--- config.mk ---
export PLATFORM = sky130hd
export DESIGN_NAME = id_stage
export DESIGN_NICKNAME = d
export VERILOG_FILES = /design/src/rtl/cpu_pkg.sv /design/src/rtl/reg_file.sv /design/src/rtl/id_stage.sv
export SDC_FILE = /design/constraint.sdc
export NUM_CORES = 1
export LEC_CHECK = 0
export ABC_AREA = 1
export CORE_ASPECT_RATIO = 0.6
export CORE_MARGIN = 1
export CORE_UTILIZATION = 25
export CTS_CLUSTER_SIZE = 20
export DETAILED_ROUTE_END_ITERATION = 10
export PLACE_DENSITY_LB_ADDON = 0.25
export SLEW_MARGIN = 25
export SYNTH_ARGS = -nofsm -noshare
export SYNTH_HDL_FRONTEND = slang
export SYNTH_HIERARCHICAL = 1
export SYNTH_SLANG_ARGS = --single-unit
--- constraint.sdc ---
create_clock -name clk -period 19.06 [get_ports clk]
set_clock_uncertainty 0.2 [all_clocks]
set_input_delay 2.859 -clock clk [delete_from_list [all_inputs] [get_ports clk]]
set_output_delay 2.859 -clock clk [all_outputs]
set_load 0.03 [all_outputs]
--- src/rtl/cpu_pkg.sv ---
// rtl/cpu_pkg.sv - shared widths, opcodes, funct codes and the ID/EX record
package cpu_pkg;

   localparam int DATA_W = 16;
   localparam int NREG   = 16;
   localparam int REG_AW = 4;

   localparam logic [3:0] OP_RTYPE = 4'b0000;
   localparam logic [3:0] OP_LW    = 4'b1000;
   localparam logic [3:0] OP_SW    = 4'b1011;
   localparam logic [3:0] OP_BZ    = 4'b0100;
   localparam logic [3:0] OP_BNZ   = 4'b0101;
   localparam logic [3:0] OP_JMP   = 4'b1100;

   localparam logic [3:0] FN_ADD = 4'h0;
   localparam logic [3:0] FN_SUB = 4'h1;
   localparam logic [3:0] FN_AND = 4'h2;
   localparam logic [3:0] FN_OR  = 4'h3;
   localparam logic [3:0] FN_XOR = 4'h4;
   localparam logic [3:0] FN_SLL = 4'h5;
   localparam logic [3:0] FN_SRL = 4'h6;
   localparam logic [3:0] FN_SLT = 4'h7;

   // Everything the ID/EX buffer carries; an all-zero value is a bubble.
   typedef struct packed {
      logic              reg_write;
      logic              mem_read;
      logic              mem_write;
      logic              alu_src;
      logic [3:0]        funct;
      logic [REG_AW-1:0] rd;
      logic [REG_AW-1:0] rs;
      logic [DATA_W-1:0] op1;
      logic [DATA_W-1:0] op2;
      logic [DATA_W-1:0] imm;
   } idex_t;

endpackage

--- src/rtl/reg_file.sv ---
// rtl/reg_file.sv - register file, two async read ports, write-through write port
module reg_file #(
   parameter int DATA_W = 16,
   parameter int NREG   = 16,
   parameter int AW     = $clog2(NREG)
) (
   input  logic              clk,
   input  logic              rst,
   input  logic [AW-1:0]     i_ra1,
   input  logic [AW-1:0]     i_ra2,
   input  logic              i_we,
   input  logic [AW-1:0]     i_wa,
   input  logic [DATA_W-1:0] i_wd,
   output logic [DATA_W-1:0] o_rd1,
   output logic [DATA_W-1:0] o_rd2
);

   logic [DATA_W-1:0] r_mem [NREG];

   // Storage: cleared on reset, one write per cycle from write-back.
   always_ff @(posedge clk or posedge rst) begin
      if (rst) begin
         for (int i = 0; i < NREG; i++) r_mem[i] <= '0;
      end else if (i_we) begin
         r_mem[i_wa] <= i_wd;
      end
   end

   // Write-through bypass so WB and a dependent decode can share a cycle.
   assign o_rd1 = (i_we && (i_wa == i_ra1)) ? i_wd : r_mem[i_ra1];
   assign o_rd2 = (i_we && (i_wa == i_ra2)) ? i_wd : r_mem[i_ra2];

endmodule

--- src/rtl/id_stage.sv ---
// rtl/id_stage.sv - decode, operand read, branch resolve, hazard detect, ID/EX buffer
module id_stage #(
   parameter int DATA_W = 16,
   parameter int NREG   = 16
) (
   input  logic              clk,
   input  logic              rst,
   input  logic [DATA_W-1:0] InstIn,
   input  logic [DATA_W-1:0] PCplus2In,
   input  logic              wbRegWrite,
   input  logic [3:0]        wbRd,
   input  logic [DATA_W-1:0] wbData,
   input  logic [3:0]        exmemRd,
   input  logic              exmemMemRead,
   output logic              pcWrite,
   output logic              enable,
   output logic              flush,
   output logic              sel,
   output logic [DATA_W-1:0] branchtoPC,
   output logic              idexRegWrite,
   output logic              idexMemRead,
   output logic              idexMemWrite,
   output logic              idexAluSrc,
   output logic [3:0]        idexFunct,
   output logic [3:0]        idexRd,
   output logic [3:0]        idexRs,
   output logic [DATA_W-1:0] idexOp1,
   output logic [DATA_W-1:0] idexOp2,
   output logic [DATA_W-1:0] idexImm
);
   import cpu_pkg::*;

   idex_t             r_idex;
   idex_t             w_dec;
   logic [3:0]        w_op;
   logic [3:0]        w_r1;
   logic [3:0]        w_r2;
   logic [DATA_W-1:0] w_a;
   logic [DATA_W-1:0] w_b;
   logic [DATA_W-1:0] w_off;
   logic w_is_r, w_is_lw, w_is_sw, w_is_bz, w_is_bnz, w_is_jmp, w_is_br;
   logic w_reads_r1, w_reads_r2;
   logic w_load_use, w_br_haz, w_stall, w_taken;

   assign w_op = InstIn[15:12];
   assign w_r1 = InstIn[11:8];
   assign w_r2 = InstIn[7:4];

   reg_file #(.DATA_W(DATA_W), .NREG(NREG)) u_rf (
      .clk   (clk),
      .rst   (rst),
      .i_ra1 (w_r1),
      .i_ra2 (w_r2),
      .i_we  (wbRegWrite),
      .i_wa  (wbRd),
      .i_wd  (wbData),
      .o_rd1 (w_a),
      .o_rd2 (w_b)
   );

   // The all-zero word has the R-type opcode but is a NOP.
   assign w_is_r   = (w_op == OP_RTYPE) && (InstIn != '0);
   assign w_is_lw  = (w_op == OP_LW);
   assign w_is_sw  = (w_op == OP_SW);
   assign w_is_bz  = (w_op == OP_BZ);
   assign w_is_bnz = (w_op == OP_BNZ);
   assign w_is_jmp = (w_op == OP_JMP);
   assign w_is_br  = w_is_bz || w_is_bnz;

   assign w_reads_r1 = w_is_r || w_is_sw || w_is_br;
   assign w_reads_r2 = w_is_r || w_is_lw || w_is_sw;

   assign w_load_use = r_idex.mem_read &&
                       ((w_reads_r1 && (r_idex.rd == w_r1)) ||
                        (w_reads_r2 && (r_idex.rd == w_r2)));
   assign w_br_haz   = w_is_br &&
                       ((r_idex.reg_write && (r_idex.rd == w_r1)) ||
                        (exmemMemRead && (exmemRd == w_r1)));
   assign w_stall    = !rst && (w_load_use || w_br_haz);
   assign w_taken    = !rst && (w_is_jmp || (w_is_bz && (w_a == '0)) ||
                                (w_is_bnz && (w_a != '0)));

   // JMP uses a 12-bit word offset, conditional branches an 8-bit one.
   assign w_off      = w_is_jmp ? {{(DATA_W-13){InstIn[11]}}, InstIn[11:0], 1'b0}
                                : {{(DATA_W-9){InstIn[7]}}, InstIn[7:0], 1'b0};
   assign branchtoPC = PCplus2In + w_off;

   // Fetch control: a stall freezes IF and wins over a taken branch.
   always_comb begin
      pcWrite = 1'b1;
      enable  = 1'b1;
      flush   = 1'b0;
      sel     = 1'b0;
      if (w_stall) begin
         pcWrite = 1'b0;
         enable  = 1'b0;
      end else if (w_taken) begin
         flush = 1'b1;
         sel   = 1'b1;
      end
   end

   // Decode into the ID/EX record; branches and NOPs carry nothing forward.
   always_comb begin
      w_dec = '0;
      if (w_is_r || w_is_lw || w_is_sw) begin
         w_dec.rd  = w_r1;
         w_dec.rs  = w_r2;
         w_dec.op1 = w_a;
         w_dec.op2 = w_b;
      end
      if (w_is_r) begin
         w_dec.reg_write = 1'b1;
         w_dec.funct     = InstIn[3:0];
      end else if (w_is_lw || w_is_sw) begin
         w_dec.reg_write = w_is_lw;
         w_dec.mem_read  = w_is_lw;
         w_dec.mem_write = w_is_sw;
         w_dec.alu_src   = 1'b1;
         w_dec.funct     = FN_ADD;
         w_dec.imm       = {{(DATA_W-4){1'b0}}, InstIn[3:0]};
      end
   end

   // ID/EX buffer: bubble on stall or taken branch, else the decoded record.
   always_ff @(posedge clk or posedge rst) begin
      if (rst) begin
         r_idex <= '0;
      end else if (w_stall || w_taken) begin
         r_idex <= '0;
      end else begin
         r_idex <= w_dec;
      end
   end

   assign idexRegWrite = r_idex.reg_write;
   assign idexMemRead  = r_idex.mem_read;
   assign idexMemWrite = r_idex.mem_write;
   assign idexAluSrc   = r_idex.alu_src;
   assign idexFunct    = r_idex.funct;
   assign idexRd       = r_idex.rd;
   assign idexRs       = r_idex.rs;
   assign idexOp1      = r_idex.op1;
   assign idexOp2      = r_idex.op2;
   assign idexImm      = r_idex.imm;

endmodule

==> metrics.md <==
| Metric | Value |
|---|---|
| Hold Vio Cnt, Final | `0` |
| Leakage | `10.7 nW` |
| Final setup viols | `0` |
| Post-layout instance area | `21400 µm²` |
| HP Class | `flop to flop` |
| Nets | `about 2800` |
| Worst EP arrival | `7.30 ns` |
| Power Density | `94.5 nW/µm²` |
| VDD IR max | `0.0000671 V` |
| Initial antenna violation count | `0` |
| Worst slew pin tran | `1.03 ns` |
| Required time worst endpoint | `16.00 ns` |
| Vias in the first global route | `roughly 16000` |
| Slowest stage cell on the critical path | `clkinv_1` |
| CTS H-tree lvls | `1` |
| Number of synthesized flops with an enable pin | `0` |
| Via density | `4.72` |
| Biggest area consumer among synthesized cells | `dfrtp_1` |
| Max incr delay on CP | `0.79 ns` |
| Chip Width | `352 µm` |
| Site Rows | `between 70 and 80` |
| Top cells by count, synth | `nand2_1, nand3_1, inv_1, dfrtp_1, o21ai_0` |
| Seq/Total Area, Yosys | `42.0%` |
| WS Path Type | `primary input to output pin` |
| Routed WL | `71100 µm` |
| DP Cell Count | `around 3700` |
| #FFs+latches synth | `308` |
| Synth top area share | `a little over two fifths` |
| Syn Area/Cell | `around 6.7 µm²` |
| Critical path's top delay family | `buffers and inverters` |
| Worst skew pair latency | `0.61 ns` |
| Max Freq | `~97 MHz` |
| Async SR Flop Fraction | `100%` |
| Placed instance area | `20300 µm²` |
| Endpoint class of the critical path | `output pin` |
| CTS tree | `yes` |
| Max Cap Viol | `0` |
| Sink Count | `308` |
| Final cell count without fillers | `~3800` |
| Syn Std Cell Area | `about 18000 µm²` |
| Hold_buf cts | `0` |
| Die Footprint | `roughly 75000 µm²` |
| GRT Total Usage | `about a fifth` |
| Worst Setup Start Kind | `primary input` |
| Worst slew margin | `31.4%` |
| Outcome | `complete, no violations` |
| WP buf/inv | `5` |
| CP cell instances | `clkdlybuf4s50_1, buf_4, clkinv_1, nor2_1, nor3_2, nand3_2, inv_2, nand2_1, nand2_1, nor2_1, nand4_1, or2_2, o211ai_1, nand2_1, nor2_1, clkdlybuf4s50_1` |
| First-pass GRT wire length | `about 110000 µm` |
| Post_cts resized | `0` |
| Crit Path Max Fanout | `23` |
| Yosys cell types | `37` |
| RSZ-0062 raised after global routing | `false` |
| Worst-path clk slew | `about 0.060 ns` |
| Synth top area cells | `dfrtp_1, nand2_1, nand3_1` |
| CTS max path bufs | `3` |
| Overflow after GRT | `0` |
| # DRC | `0` |
| DP HPWL | `46800 µm` |
| Core area | `just over 70000 µm²` |
| Final ANT Viol Nets | `0` |
| Postcts setup bufs | `0` |
| Clock root buffer | `clkbuf_16` |
| Vias | `17800` |
| Post-synthesis instance total | `2754` |
| Num ports | `144` |
| Global placement routability congestion | `0.872` |
| Share of layout cells above drive strength 1 | `between 4 and 5%` |
| Drt pass-1 iters | `6` |
| Final min period | `slightly above 10 ns` |
| Initial core utilization | `25.4%` |
| Synth-to-Final Area Change | `16.3%` |
| DIE HEIGHT | `roughly 210 µm` |
| Wirelength per Cell | `18.9 µm` |
| DR iter-0 viols | `2300` |
| Largest net degree at the start of global routing | `77` |
| Num CTS Buffers | `30` |
| Period Utilization, post-route | `54.4%` |
| Synth Warn # | `6` |
| Count leader, synth | `nand2_1` |
| Max Transition Viols Final | `0` |
| Most used DFF post-synth | `dfrtp_1` |
| Setup TNS | `0 ns` |
| Buffers on Ports | `approximately 130` |
cell usage in the layout (no fill, tap or decap), types with 11 or more instances in the layout:
master           count
nand2_1           1014
nand3_1            465
inv_1              310
dfrtp_1            308
o21ai_0            261
clkdlybuf4s50_1    123
nor2_1              93
buf_4               41
clkbuf_16           31
a21oi_1             15
ha_1                14
conb_1              12
inv_2               11
metrics by stage:
stage / hold WS (ns) / setup WS [ns] / power (mW) / util [%]
floorplan: 0.253 / 8.96 / 1.19 / -
global placement: 0.267 / 8.76 / 1.36 / 28.1
detailed placement: 0.273 / 8.77 / 1.36 / 28.1
CTS: 0.289 / 8.76 / 2.03 / 29.6
global route: 0.303 / 8.39 / 2.14 / 29.6
finish: 0.282 / 8.70 / 2.02 / 29.6
cells by family (layout without fill, tap and decap cells):
kind of cell | after synthesis | count (layout) | share of synthesized area [%]
flops | 308 | 308 | 42.0
other cells | 1 | 13 | 0.0204
xor+xnor | 18 | 18 | 0.858
fa+ha+maj | 15 | 15 | 1.06
buf+inv | 521 | 549 | 11.7
compound gates | 291 | 291 | 8.02
simple gates | 1600 | 1600 | 36.4
layout make-up:
type	instances	area, µm²
diodes	1	2.50
multi-input cells	1936	8560
well taps	975	1220
fillers	7980	50800
clock inverters	11	143
inverters	325	1230
flip-flops and latches	308	7710
repair buffers	168	1560
clock buffers	45	928
power breakdown:
part           switching, mW  internal, mW
registers             0.0586         0.771
clock network          0.284         0.376
logic                  0.357         0.172
worst reg2reg max path, cell delays in order, from the launching register on:
cell,delay [ns]
dfrtp_1,0.38
inv_1,0.10
nand2_1,0.07
nand3_1,0.12
nand3_1,0.12
nand3_1,0.17
nand2_1,0.22
nand2_1,0.11
nand2_1,0.08
nor2_1,0.14
nand4_1,0.11
or2_2,0.32
o211ai_1,0.17
nand2_1,0.12
nand2_4,0.49
nor2_1,0.17
per-layer routing:
metal	GRT usage [%]	up-vias	part of all wire, %
li1	-	8633	-
met4	2.53	0	1.3
met5	0	-	0
met3	3.48	66	8.1
met1	31.3	8395	53
met2	24.6	685	38
state kept, by name (all words and copies together), names as in the netlist:
register      cells
idexImm           4
idexAluSrc        1
idexMemWrite      1
idexOp2          16
idexFunct         4
idexRd            4
idexOp1          16
idexMemRead       1
idexRegWrite      1
u_rf/r_mem      256
idexRs            4
final timing paths:
path	slack [ns]	from	to	depth (start not counted)
hold / removal	0.28	u_rf/r_mem[206]	u_rf/r_mem[206]	2
hold reg to reg	0.28	u_rf/r_mem[206]	u_rf/r_mem[206]	2
setup reg to reg	15.83	u_rf/r_mem[140]	idexOp2[8]	15
min in group asynchronous	2.47	rst	idexImm[3]	2
setup / recovery	8.70	InstIn[11]	sel	16
max in group asynchronous	13.84	rst	u_rf/r_mem[90]	4
Note: power is estimated with default switching activity, not from simulation.
